File: src/rtl/spi_arbiter.sv
// ---------------------------------------------------------------------------
// spi_arbiter
//
// Purpose:
//   Shares one spi_master between two requesters. Requests are arbitrated
//   round-robin in IDLE. The winner's write word is handed to the master,
//   the transfer is tracked until the master reports ready again, and the
//   owner then receives a one-cycle done pulse with the received word.
//
// Ports:
//   clk, rst            system clock; synchronous active-high reset
//   req0/req1           requester transfer requests (level)
//   wdata0/wdata1       requester write words
//   gnt0/gnt1           one-cycle grant pulses (write word latched)
//   done0/done1         one-cycle completion pulses (rdata/err valid)
//   rdata               last received word, shared by both requesters
//   err                 transfer aborted by the watchdog (qualified by done)
//   busy                high whenever the FSM is not in IDLE
//   spi_data_valid      to spi_master data_valid
//   spi_wdata           to spi_master WDATA
//   spi_rdy_bsyn        from spi_master status (1 = ready, 0 = busy)
//   spi_rdata           from spi_master RDATA
//
// Configuration:
//   SPI_ARB_TIMEOUT_EN  when defined, a watchdog aborts any transfer that
//                       spends TIMEOUT_CYCLES cycles in LAUNCH/XFER.
//                       When undefined, err is tied low and the FSM waits
//                       on the master indefinitely.
// ---------------------------------------------------------------------------
module spi_arbiter #(
    parameter int DW             = 8,
    parameter int TIMEOUT_CYCLES = 1024
) (
    input  logic          clk,
    input  logic          rst,
    input  logic          req0,
    input  logic          req1,
    input  logic [DW-1:0] wdata0,
    input  logic [DW-1:0] wdata1,
    output logic          gnt0,
    output logic          gnt1,
    output logic          done0,
    output logic          done1,
    output logic [DW-1:0] rdata,
    output logic          err,
    output logic          busy,
    output logic          spi_data_valid,
    output logic [DW-1:0] spi_wdata,
    input  logic          spi_rdy_bsyn,
    input  logic [DW-1:0] spi_rdata
);

    typedef enum logic [1:0] {
        IDLE,
        LAUNCH,
        XFER,
        RESP
    } state_t;

    state_t        state_q;
    logic          ptr_q;
    logic          owner_q;
    logic          gnt0_q;
    logic          gnt1_q;
    logic          done0_q;
    logic          done1_q;
    logic          busy_q;
    logic          dataValid_q;
    logic [DW-1:0] spiWdata_q;
    logic [DW-1:0] rdata_q;

    // Winner selection: a lone requester always wins; on a tie the
    // priority pointer decides.
    logic          winner_d;
    logic [DW-1:0] winData_d;

    assign winner_d  = (req0 && req1) ? ptr_q : req1;
    assign winData_d = winner_d ? wdata1 : wdata0;

`ifdef SPI_ARB_TIMEOUT_EN
    localparam int CW = (TIMEOUT_CYCLES > 1) ? $clog2(TIMEOUT_CYCLES) : 1;

    logic [CW-1:0] wdCnt_q;
    logic          err_q;
    logic          wdExpired_d;

    // The counter starts at 0 on the first LAUNCH cycle, so expiry at
    // TIMEOUT_CYCLES-1 means the transfer has used TIMEOUT_CYCLES cycles.
    assign wdExpired_d = (wdCnt_q == CW'(TIMEOUT_CYCLES - 1));
    assign err         = err_q;
`else
    assign err = 1'b0;
`endif

    // Single FSM with all outputs registered. Grant and done pulses are
    // cleared every cycle and only set on the edge that enters the state
    // in which they must be visible.
    always_ff @(posedge clk) begin
        if (rst) begin
            state_q     <= IDLE;
            ptr_q       <= 1'b0;
            owner_q     <= 1'b0;
            gnt0_q      <= 1'b0;
            gnt1_q      <= 1'b0;
            done0_q     <= 1'b0;
            done1_q     <= 1'b0;
            busy_q      <= 1'b0;
            dataValid_q <= 1'b0;
            spiWdata_q  <= '0;
            rdata_q     <= '0;
`ifdef SPI_ARB_TIMEOUT_EN
            wdCnt_q     <= '0;
            err_q       <= 1'b0;
`endif
        end else begin
            gnt0_q  <= 1'b0;
            gnt1_q  <= 1'b0;
            done0_q <= 1'b0;
            done1_q <= 1'b0;

`ifdef SPI_ARB_TIMEOUT_EN
            // Free-running while a transfer is in flight; cleared again on
            // LAUNCH entry by the IDLE branch below.
            if (state_q == LAUNCH || state_q == XFER) begin
                wdCnt_q <= wdCnt_q + 1'b1;
            end
`endif

            case (state_q)
                IDLE: begin
                    if (req0 || req1) begin
                        state_q     <= LAUNCH;
                        busy_q      <= 1'b1;
                        dataValid_q <= 1'b1;
                        spiWdata_q  <= winData_d;
                        owner_q     <= winner_d;
                        ptr_q       <= ~winner_d;
                        if (winner_d) begin
                            gnt1_q <= 1'b1;
                        end else begin
                            gnt0_q <= 1'b1;
                        end
`ifdef SPI_ARB_TIMEOUT_EN
                        wdCnt_q <= '0;
`endif
                    end
                end

                // data_valid stays up until the master shows it has taken
                // the word by going busy.
                LAUNCH: begin
`ifdef SPI_ARB_TIMEOUT_EN
                    if (wdExpired_d) begin
                        dataValid_q <= 1'b0;
                        state_q     <= RESP;
                        err_q       <= 1'b1;
                        rdata_q     <= '0;
                        if (owner_q) begin
                            done1_q <= 1'b1;
                        end else begin
                            done0_q <= 1'b1;
                        end
                    end else
`endif
                    if (!spi_rdy_bsyn) begin
                        dataValid_q <= 1'b0;
                        state_q     <= XFER;
                    end
                end

                // rdata tracks the master's output while it is busy, so the
                // value left behind is the last busy-cycle sample.
                XFER: begin
`ifdef SPI_ARB_TIMEOUT_EN
                    if (wdExpired_d) begin
                        state_q <= RESP;
                        err_q   <= 1'b1;
                        rdata_q <= '0;
                        if (owner_q) begin
                            done1_q <= 1'b1;
                        end else begin
                            done0_q <= 1'b1;
                        end
                    end else
`endif
                    if (spi_rdy_bsyn) begin
                        state_q <= RESP;
`ifdef SPI_ARB_TIMEOUT_EN
                        err_q   <= 1'b0;
`endif
                        if (owner_q) begin
                            done1_q <= 1'b1;
                        end else begin
                            done0_q <= 1'b1;
                        end
                    end else begin
                        rdata_q <= spi_rdata;
                    end
                end

                RESP: begin
                    state_q <= IDLE;
                    busy_q  <= 1'b0;
                end

                default: begin
                    state_q     <= IDLE;
                    busy_q      <= 1'b0;
                    dataValid_q <= 1'b0;
                end
            endcase
        end
    end

    assign gnt0           = gnt0_q;
    assign gnt1           = gnt1_q;
    assign done0          = done0_q;
    assign done1          = done1_q;
    assign busy           = busy_q;
    assign spi_data_valid = dataValid_q;
    assign spi_wdata      = spiWdata_q;
    assign rdata          = rdata_q;

endmodule

File: config.mk
export PLATFORM = sky130hd
export DESIGN_NAME = spi_arbiter
export DESIGN_NICKNAME = d
export VERILOG_FILES = /design/src/rtl/spi_arbiter.sv
export SDC_FILE = /design/constraint.sdc
export NUM_CORES = 1
export LEC_CHECK = 0
export ABC_AREA = 1
export CAP_MARGIN = 20
export CORE_MARGIN = 1
export CORE_UTILIZATION = 43
export CTS_CLUSTER_DIAMETER = 120
export DETAILED_ROUTE_END_ITERATION = 16
export GPL_TIMING_DRIVEN = 0
export PLACE_DENSITY = 0.8
export RECOVER_POWER = 100
export SYNTH_ARGS = -nofsm -noshare
export SYNTH_HDL_FRONTEND = slang
export SYNTH_SLANG_ARGS = --single-unit
File: constraint.sdc
create_clock -name clk -period 2.2 [get_ports clk]
set_input_delay 0.44 -clock clk [delete_from_list [all_inputs] [get_ports clk]]
set_output_delay 0.44 -clock clk [all_outputs]
set_load 0.05 [all_outputs]
## After elaboration in Yosys (flattened, before gate mapping)

Cells that the tools add are included.

| word-level totals | value |
|---|---|
| bits in registers | 26 |
| bits in latches | 0 |
| memory bits (writable) | 0 |
| ROM bits | 0 |
| output and inout port bits | 23 |
| memories kept | 0 |

| cells by class | value |
|---|---|
| $add $sub $neg | 0 |
| multiply operators | 0 |
| div/mod/pow operators | 0 |
| magnitude comparators | 0 |
| eq/ne operators | 6 |
| shift operators | 0 |
| multiplexer cells | 14 |
| bitwise operators | 5 |
| reduce and logical (&&, ||, !) cells | 12 |

Operators with widths:

| kind | count |
|---|---|
| $mux 8 | 1 |
| $pmux 2 s4 | 1 |
| $mux 1 | 7 |
| $mux 2 | 3 |
| $ne 2x2->1 const B | 3 |
| $reduce_and 2->1 | 3 |
| $reduce_and 3->1 | 2 |
| $reduce_or 3->1 | 2 |
| $not 1->1 | 5 |
| $eq 2x2->1 const B | 2 |
| $pmux 1 s2 | 2 |
| $reduce_bool 2->1 | 2 |
| $eq 2x1->1 const B | 1 |
| $logic_not 2->1 | 1 |
| $logic_and 1x1->1 | 1 |
| $logic_or 1x1->1 | 1 |

## Logic depth before layout (Yosys ltp)

Gate-level depths: netlist of the first run.

| logic depth | value |
|---|---|
| depth in word-level cells | 3 |
| mapped depth | 9 |
| gate-level depth less buffers | 9 |

## Worst setup path before layout of the first run

OpenSTA, ideal clock, no wires.

| path | value |
|---|---|
| path type | reg2reg |
| start | register state_q[0] |
| end | register state_q[1] |
| data arrival time | 1.179 ns |
| setup slack | 0.909 ns |
| cell stages (with the launch flop) | 10 |
| buffers on the path | 0 |
| cells stage by stage | dfxtp_1 -> inv_1 -> ha_1 -> inv_1 -> nor2_4 -> clkinv_1 -> nand3_2 -> nand2_1 -> nand2_1 -> nor2_1 |

| between the ends | value |
|---|---|
| cells in the longest elaborated chain, start to end | 3 |
| elaborated cells between the ends (all ways) | 9 |
| classes of those cells | 6 x eq/ne; 1 x mux; 2 x reduce/logical |

Ends and longest elaborated chain:

| element | RTL line | source |
|---|---|---|
| start: declaration | 60 | `state_t state_q;` |
| start signal: assignment | 100 | `state_q <= IDLE;` |
| start signal: assignment | 132 | `state_q <= LAUNCH;` |
| start signal: assignment | 167 | `state_q <= XFER;` |
| $eq 2x1->1 (tied with other cells) | 129 | `case (state_q)` |
| $ne 2x2->1 (no line) | n/a |  |
| $reduce_and 3->1 (no line) | n/a |  |

Several ways; a longest one is shown, not always the timed one.
A chain may end at the register's enable or synchronous reset.

## Worst setup path in the final report of the first run

| path | value |
|---|---|
| start | register rdata_q[2] (netlist: rdata[2]) |
| end | output rdata[2] |

RTL lines:

| element | RTL line | source |
|---|---|---|
| start: declaration | 70 | `logic [DW-1:0] rdata_q;` |
| start signal: assignment | 197 | `rdata_q <= spi_rdata;` |
| end: declaration | 44 | `output logic [DW-1:0] rdata,` |

No word-level cell between the ends.

==> results of run 1 <==
==> worst min path at each step <==
stage                       end  cells after the start  startpoint  slack [ps]
after floorplan           done0                      1     owner_q         400
after global placement    done0                      1     owner_q         410
after detailed placement  done0                      1     owner_q         420
after CTS                 done0                      1     owner_q         440
after global routing      done0                      1     owner_q         450
final                     done0                      1     owner_q         440
==> cell usage after synthesis (all sizes together) <==
cell type,instances,share of area (%)
conb,1,0.33
o21ai,11,5.2
clkinv,1,0.33
nor4,1,0.56
nand3,12,5.8
ha,4,4.4
nand2,43,15
clkbuf,1,0.33
dfxtp,26,46
a21oi,3,1.3
inv,12,4.0
a211oi,1,0.67
nand4,3,1.7
a21boi,1,1.0
nor2,26,11
buf,4,2.0
nor3,1,0.44
==> per-stage QoR <==
| stage | cell area [sq um] | power [uW] | worst slack (ps) | std cells | utilization [%] |
|---|---|---|---|---|---|
| floorplan | 1130 | 1420 | 909 | 151 | - |
| global placement | 1650 | 1720 | 366 | 230 | 66.8 |
| detailed placement | 1650 | 1760 | 343 | 230 | 66.8 |
| CTS | 1690 | 2000 | 246 | 234 | 68.2 |
| global route | 1670 | 2070 | 126 | 234 | 67.5 |
| finish | 1670 | 1940 | 179 | 234 | 67.5 |
==> sequential cells by signal, summed over array words and instances, names as in the netlist <==
signal	count
busy	1
done0	1
done1	1
gnt0	1
gnt1	1
owner_q	1
ptr_q	1
rdata	8
spi_data_valid	1
spi_wdata	8
state_q	2
==> cell type report <==
cell class	count	area share, %
inverter	13	2.92
tap	30	2.25
sequential	26	31.1
timing repair buffer	49	29.3
buffer	5	1.57
clock buffer	4	2.17
multi-input combinational	107	30.6
==> layer usage <==
layer  GRT usage (%)  up-vias
met1            24.0      538
met3            4.60        5
li1                -      581
met2            38.4       33
met5               0        -
met4            9.65        0
==> cell families after synthesis <==
logic type,Yosys count
and+or+nand+nor,86
other,1
DFF,26
adders and majority gates,4
buffers and inverters,18
AOI/OAI and AO/OA,16
==> power by group through the flow <==
stage	clock network [uW]	logic [uW]	registers, uW
3_5_place_dp	0	1090	668
2_1_floorplan	0	432	985
3_3_place_gp	0	1060	661
6_report	248	1040	652
5_1_grt	269	1140	669
4_1_cts	246	1100	658
==> impl_metrics.ini, run 1 <==
[outcome]
status = finished clean

[sta]
hold_slack_ps = 435
fin_crit_ps = 2020
fin_skew_ps = 6.69
setup_tns_ps = 0
rsz0062_at_grt = false
tightest_slew_ps = 1010
hold_viol = 0
final-max-slew-violation-count = 0
setup_violations = 0
period_share_pct = 91.9
fmax_mhz = 495
slew_headroom_pct = 31.7

[critical_path]
worst-path-max-fanout = 2
critical_path.startpoint_type = flip-flop
cp-endpoint = rdata[2]
slowest_stage = dlygate4sd3_1
ff2ff_path_depth = 8
cp_num_buf_inv = 1
regToRegEndpoint = spi_wdata[0]
required_ps = 1760
rr_startpoint = state_q[0]
arrival_ps = 1580
crit_start = rdata[2]
crit_chain = dlygate4sd3_1
ff2ff_setup_slack_ps = 430
critical-path-top-delay-family = buffers and inverters
path_depth = 1
critPathCaptureType = output port
crit_type = reg2out
slowest_delay_ps = 880

[floorplanning]
ioPinCount = 52
initial_core_util_pct = 45.5
die-area_sq_um = 2830
die_h_um = 53.2
core_area_sq_um = 2480
die-width_um = 53.2
rows = 18

[placement]
io_buffers = 49
dpl.hpwl_um = 2180
gp_congestion = 0.783

[finish]
final_net_count = 238
area_delta_synth_final_pct = 48.4
n_fill_cell = 212
antennaDiodeCount = 0
mostFrequentLayoutCells = nand2_1, dfxtp_1, clkdlybuf4s50_1, dlygate4sd3_1, nor2_1
multiInputGateArea_sq_um = 512
register_area_sq_um = 520
drive_gt1_share_pct = 6.37
final_common_cell = nand2_1

[power_and_ir_drop]
power.internal_uw = 1020
power_leakage_uw = 0.000829
ir_drop_v = 0.000732
p_comb_share_pct = 53.6
power.density_nw_per_um2 = 1160
power_frac_clock_pct = 12.8
power_frac_seq_pct = 33.6
sw_frac_of_total_pct = 47.5
p_sw_uw = 921

[cts]
clock_latency_ps = 330
cts_tree = yes
clockBufferDepth = 2
cts_resized = 0
post-cts-setup-buffer-count = 0
clk_pin_slew_ps = 150
cts_htree_levels = 1
ctsHoldBuffers = 0
numCtsBuffers = 3
cts-root-buf = clkbuf_4
clock_sinks = 26

[routing]
drtIter0Drc = 18
top_layer = met4
drc = 0
vias_per_cell = 4.94
route.met2.wl_um = 1390
firstDrtPassIters = 4
dr_wl_met3_um = 153
vias = 1157
wirelength_met1_um = 1220
finalWirelength_um = 2790
wl_per_cell_um = 11.9
postRouteAntennaNets = 0

[global_routing]
grt_pass1_wl_um = 4380
grt.total_usage_pct = 21.5
antenna_found_initial = 0
overflow = 0
grt_pass1_vias = 1049
grt_max_degree = 15

[yosys]
synth_top_family_by_area = simple AND/OR/NAND/NOR gates
synth_compound_area_share_pct = 8.22
syn_nets = 184
yosys.area_share.xor_xnor_pct = 0
synthesis.area_sq_um = 1130
synthMuxAreaShare_pct = 0
synth-seq-area-share_pct = 46.2
syn_avg_cell_area_sq_um = 7.46
ys_warn_count = 0
synthAdderAreaFrac_pct = 4.44
syn-instance-count = 151
synthSimpleGateAreaFrac_pct = 34.1
synthDistinctLibCells = 24
synth-seq-cells = 26

[hold_path]
hold_path_class = reg2reg

[job]
cap_violations = 0
No activity file was read; power rests on OpenSTA's default activity.
==> run 2, diff against run 1 <==
- SKIP_CTS_REPAIR_TIMING: unset -> 1
==> results of run 2 <==
Same layout as run 1: the final DEF is identical, and so are final timing and power.
